==> src/rtl/mining_job_loader.sv <==
// Job front-end for the nonce-search core: collects header and target bytes,
// runs the core under a cycle timeout and hands back the result over valid/ready.
module mining_job_loader #(
    parameter int unsigned BYTE           = 8,
    parameter int unsigned BLOCK_BYTES    = 12,
    parameter logic [31:0] TIMEOUT_CYCLES = 32'd1000000
) (
    input  logic                        clk,
    input  logic                        reset,
    input  logic [BYTE-1:0]             in_byte,
    input  logic                        in_valid,
    output logic                        in_ready,
    output logic                        miner_reset,
    output logic [BYTE*BLOCK_BYTES-1:0] miner_data,
    output logic [7:0]                  miner_target,
    input  logic                        miner_finished,
    input  logic [31:0]                 miner_nonce,
    output logic                        res_valid,
    input  logic                        res_ready,
    output logic                        res_found,
    output logic [31:0]                 res_nonce,
    output logic [31:0]                 res_cycles,
    output logic                        busy
);
    localparam int CNT_W = $clog2(BLOCK_BYTES + 1);

    typedef enum logic [1:0] {S_LOAD = 2'd0, S_RUN = 2'd1, S_DONE = 2'd2} state_t;

    state_t                      r_state;
    state_t                      w_state_next;
    logic [CNT_W-1:0]            r_byte_cnt;
    logic [31:0]                 r_run_cnt;
    logic                        r_miner_reset;
    logic [BYTE*BLOCK_BYTES-1:0] r_data;
    logic [7:0]                  r_target;
    logic                        r_res_valid;
    logic                        r_res_found;
    logic [31:0]                 r_res_nonce;
    logic [31:0]                 r_res_cycles;

    logic                        w_take;
    logic                        w_take_target;
    logic                        w_timeout;
    logic                        w_res_fire;
    logic [BLOCK_BYTES-1:0]      w_lane_we;

    assign in_ready      = (r_state == S_LOAD);
    assign busy          = (r_state != S_LOAD);
    assign w_take        = in_ready & in_valid;
    assign w_take_target = w_take && (r_byte_cnt == CNT_W'(BLOCK_BYTES));
    assign w_timeout     = (r_run_cnt == TIMEOUT_CYCLES - 32'd1);
    assign w_res_fire    = r_res_valid & res_ready;

    // One write strobe per header lane; lane 0 lands in the most significant byte.
    genvar gi;
    generate
        for (gi = 0; gi < BLOCK_BYTES; gi++) begin : g_lane
            assign w_lane_we[gi] = w_take && (r_byte_cnt == CNT_W'(gi));
        end
    endgenerate

    always_comb begin
        w_state_next = r_state;
        case (r_state)
            S_LOAD:  if (w_take_target) w_state_next = S_RUN;
            S_RUN:   if (miner_finished || w_timeout) w_state_next = S_DONE;
            S_DONE:  if (w_res_fire) w_state_next = S_LOAD;
            default: w_state_next = S_LOAD;
        endcase
    end

    always_ff @(posedge clk) begin
        if (reset) begin
            r_state       <= S_LOAD;
            r_byte_cnt    <= '0;
            r_run_cnt     <= '0;
            r_miner_reset <= 1'b1;
            r_data        <= '0;
            r_target      <= '0;
            r_res_valid   <= 1'b0;
            r_res_found   <= 1'b0;
            r_res_nonce   <= '0;
            r_res_cycles  <= '0;
        end else begin
            r_state <= w_state_next;
            case (r_state)
                S_LOAD: begin
                    for (int i = 0; i < int'(BLOCK_BYTES); i++) begin
                        if (w_lane_we[i]) r_data[(int'(BLOCK_BYTES) - i)*int'(BYTE) - 1 -: BYTE] <= in_byte;
                    end
                    if (w_take_target) begin
                        r_target      <= in_byte[7:0];
                        r_miner_reset <= 1'b0;
                        r_run_cnt     <= '0;
                    end else if (w_take) begin
                        r_byte_cnt <= r_byte_cnt + CNT_W'(1);
                    end
                end
                S_RUN: begin
                    r_run_cnt <= r_run_cnt + 32'd1;
                    // A finish on the timeout cycle still counts as found.
                    if (miner_finished) begin
                        r_res_found   <= 1'b1;
                        r_res_nonce   <= miner_nonce;
                        r_res_cycles  <= r_run_cnt + 32'd1;
                        r_res_valid   <= 1'b1;
                        r_miner_reset <= 1'b1;
                    end else if (w_timeout) begin
                        r_res_found   <= 1'b0;
                        r_res_nonce   <= '0;
                        r_res_cycles  <= TIMEOUT_CYCLES;
                        r_res_valid   <= 1'b1;
                        r_miner_reset <= 1'b1;
                    end
                end
                S_DONE: begin
                    if (w_res_fire) begin
                        r_res_valid <= 1'b0;
                        r_byte_cnt  <= '0;
                    end
                end
                default: ;
            endcase
        end
    end

    assign miner_reset  = r_miner_reset;
    assign miner_data   = r_data;
    assign miner_target = r_target;
    assign res_valid    = r_res_valid;
    assign res_found    = r_res_found;
    assign res_nonce    = r_res_nonce;
    assign res_cycles   = r_res_cycles;
endmodule

==> config.mk <==
export PLATFORM = sky130hd
export DESIGN_NAME = mining_job_loader
export DESIGN_NICKNAME = d
export VERILOG_FILES = /design/src/rtl/mining_job_loader.sv
export SDC_FILE = /design/constraint.sdc
export NUM_CORES = 1
export LEC_CHECK = 0
export BUFFER_PORTS_ARGS = -buffer_cell sky130_fd_sc_hd__buf_4
export CELL_PAD_IN_SITES_DETAIL_PLACEMENT = 0
export CELL_PAD_IN_SITES_GLOBAL_PLACEMENT = 1
export CORE_MARGIN = 1.5
export CORE_UTILIZATION = 35
export DETAILED_ROUTE_END_ITERATION = 10
export GPL_TIMING_DRIVEN = 0
export HOLD_SLACK_MARGIN = 0.06
export PLACE_DENSITY_LB_ADDON = 0.3
export SYNTH_ARGS = -nofsm -noshare
export SYNTH_HDL_FRONTEND = slang
export SYNTH_SLANG_ARGS = --single-unit
==> constraint.sdc <==
create_clock -name clk -period 3.9 [get_ports clk]
set_input_delay 0.78 -clock clk [delete_from_list [all_inputs] [get_ports clk]]
set_output_delay 0.78 -clock clk [all_outputs]
set_load 0.05 [all_outputs]
==> impl_metrics.toml <==
[pwr]
ir_drop_mv = 0.261
power.leakage_nw = 4.40
finalPower_mw = 4.62
p_per_area_nw_per_um2 = 419

[floorplanning]
core_area_sq_um = 22900
die_h_um = 157
die_w_um = 157
rows = 55
ios = 218
start_util_pct = 36.0
die-area_sq_um = 24500

[sta]
fin_crit_ns = 2.70
final_max_slew_viol_count = 0
tns_ns = 0
rsz0062_at_grt = "no"
final_hold_viol_count = 0
finalSetupViolCount = 0
fin_skew_ns = 0.0130
period_share_pct = 69.2
slew_headroom_pct = 39.9
clock.fmax_mhz = 370
worst_pin_slew_ns = 0.902

[layout]
diodes = 0
fillers = 2290
instances_no_fill = 1530
final_common_cell = "buf_4"
layout.nets = 1249
synthToLayoutAreaGrowth_pct = 33.8
utilization_pct = 48.2
drive_above_1_share_pct = 23.3
mostFrequentLayoutCells = "buf_4 (217), dfxtp_1 (209), nand2_1 (153)"

[routing]
drtIter0Drc = 525
wl_um = 26900
dr.pass1.iters = 5
drcViolationCount = 0
postRouteAntennaNets = 0
avgRoutedWirePerCell_um = 17.6
via_per_inst = 5.11
num_vias = 7815

[worst_setup_path]
r2r_start = "r_state[1]"
rrSetupSlack_ns = 1.20
cp_data_required_time_ns = 4.35
cp-start-kind = "register"
endpoint_kind = "register"
cp.arrival_ns = 3.15
crit_fanout = 10
reg2regPathDepth = 7
crit_type = "register to register"
reg2reg_to = "res_cycles[8]"

[place]
place_inst = 1486
port_buffers = 217
gp_congestion = 0.823
dp_hpwl_um = 19200

[logic_synthesis]
synth_top_family_by_area = "simple AND/OR/NAND/NOR gates"
yosys.area_share.simple_pct = 21.6
syn_inst = 956
synth_mux_area_share_pct = 0.121
dominantRegCellSynth = "dfxtp_1"
yosys_warnings = 0
netlist_area_sq_um = 8250
synth-edff-count = 0
synthArstFlopShare_pct = 0
synthesis.nets = 1006
synth_fa_ha_area_share_pct = 0.758
synth_cell_type_count = 51
ys_seq_elements = 209
synth-compound-area-share_pct = 18.7
synth-xor-area-share_pct = 3.40
syn_area_per_cell_sq_um = 8.63
ys_seq_area_share_pct = 50.7

[global_route]
grt_pass1_vias = 7285
grt_usage_pct = 21.2
antenna_found_initial = 0
grt_max_degree = 13
grt-ovfl-total = 0
grt_pass1_wl_um = 40700

[clocking]
post_cts_buffers = 0
hold_buffers = 0
cts_buffers = 24
path_clk_slew_ns = 0.06
cts_max_path_buffers = 3
htreeDepth = 1
clock-sinks = 209
tritoncts = "done"
cts.repair.resized = 0
root_buffer = "clkbuf_16"
clock_latency_ns = 0.52

[min_path]
min_path_cells = 2
hp-class = "register to register"
hold_path_end = "miner_reset"
min_from = "miner_reset"

[run_status]
outcome = "completed"

[run]
maxCapViolations = 0
==> registers in the layout (all words and copies together) (netlist names) <==
signal,count
res_valid,1
res_cycles,32
r_state,2
miner_target,8
miner_reset,1
miner_data,96
res_nonce,32
r_byte_cnt,4
res_found,1
r_run_cnt,32
==> per-stage QoR <==
| stage | hold slack, ns | setup slack (ns) | instance area [sq um] |
|---|---|---|---|
| after floorplan | 0.462 | 0.919 | 8250 |
| after global placement | 0.431 | 1.18 | 10300 |
| after detailed placement | 0.442 | 1.20 | 10300 |
| after CTS | 0.450 | 1.22 | 11000 |
| after global routing | 0.465 | 0.927 | 11000 |
| final | 0.447 | 1.20 | 11000 |
==> cell usage after synthesis (5+ instances only) <==
| cell | number | area (sq um) |
|---|---|---|
| a211oi_1 | 6 | 45.0 |
| nor2_1 | 29 | 109 |
| nand4_1 | 7 | 43.8 |
| clkbuf_1 | 61 | 229 |
| a21oi_1 | 140 | 701 |
| xnor2_1 | 14 | 123 |
| o21ai_0 | 22 | 110 |
| nor3_1 | 10 | 50.1 |
| xor2_1 | 18 | 158 |
| or3_1 | 5 | 31.3 |
| a22o_1 | 58 | 508 |
| ha_1 | 5 | 62.6 |
| inv_1 | 6 | 22.5 |
| nand2_1 | 153 | 574 |
| nand2b_1 | 8 | 50.1 |
| nand3_1 | 110 | 551 |
| nor4_1 | 11 | 68.8 |
| dfxtp_1 | 209 | 4180 |
| and4_1 | 6 | 52.6 |
| a31oi_1 | 7 | 43.8 |
| buf_2 | 15 | 75.1 |
==> cell families after synthesis <==
| logic type | Yosys count |
|---|---|
| buffers and inverters | 91 |
| adder cells (fa/ha/maj) | 5 |
| AO/OA/AOI/OAI | 250 |
| AND/OR/NAND/NOR | 368 |
| multiplexers | 1 |
| flip-flops | 209 |
| XOR/XNOR | 32 |
==> metal layers <==
metal | GRT usage, % | up-vias | wire (um)
met2 | 33.8 | 266 | 11900
met5 | 0 | - | 0
li1 | - | 3864 | -
met4 | 5.03 | 0 | 503
met3 | 5.87 | 34 | 2230
met1 | 28.4 | 3651 | 12200
==> power by group <==
group | internal (mW) | switching, mW | leakage, nW
logic | 0.0819 | 0.202 | 2.34
registers | 2.15 | 0.0111 | 1.68
clock network | 1.29 | 0.888 | 0.378
total | 3.52 | 1.10 | 4.40
==> worst max path at each step <==
| stage | depth (start not counted) | slack, ns | to | start |
|---|---|---|---|---|
| detailed placement | 6 | 1.20 | res_cycles[15] | reset |
| CTS | 9 | 1.22 | r_run_cnt[11] | r_byte_cnt[0] |
| finish | 7 | 1.20 | res_cycles[8] | r_state[1] |
| global route | 9 | 0.93 | r_run_cnt[11] | r_byte_cnt[0] |
| floorplan | 7 | 0.92 | r_run_cnt[24] | r_state[1] |
| global placement | 6 | 1.18 | res_cycles[7] | reset |
==> cell type report <==
type	instances	area, sq um	area share (%)
Tap cell	313	392	3.55
Clock buffer	37	689	6.25
Timing Repair Buffer	217	1630	14.8
Clock inverter	7	77.6	0.703
Sequential cell	209	4180	37.9
Inverter	7	26.3	0.238
Multi-Input combinational cell	656	3680	33.4
Buffer	84	358	3.24
==> worst max-delay path, stage by stage (launching register included) <==
cell and delay, ns:
dfxtp_1 0.34, nand2b_1 0.15, clkbuf_1 0.26, nor2_1 0.57
and2_1 0.26, buf_2 0.23, buf_1 0.59, a22o_1 0.23
(Power assumes the default switching activity.)
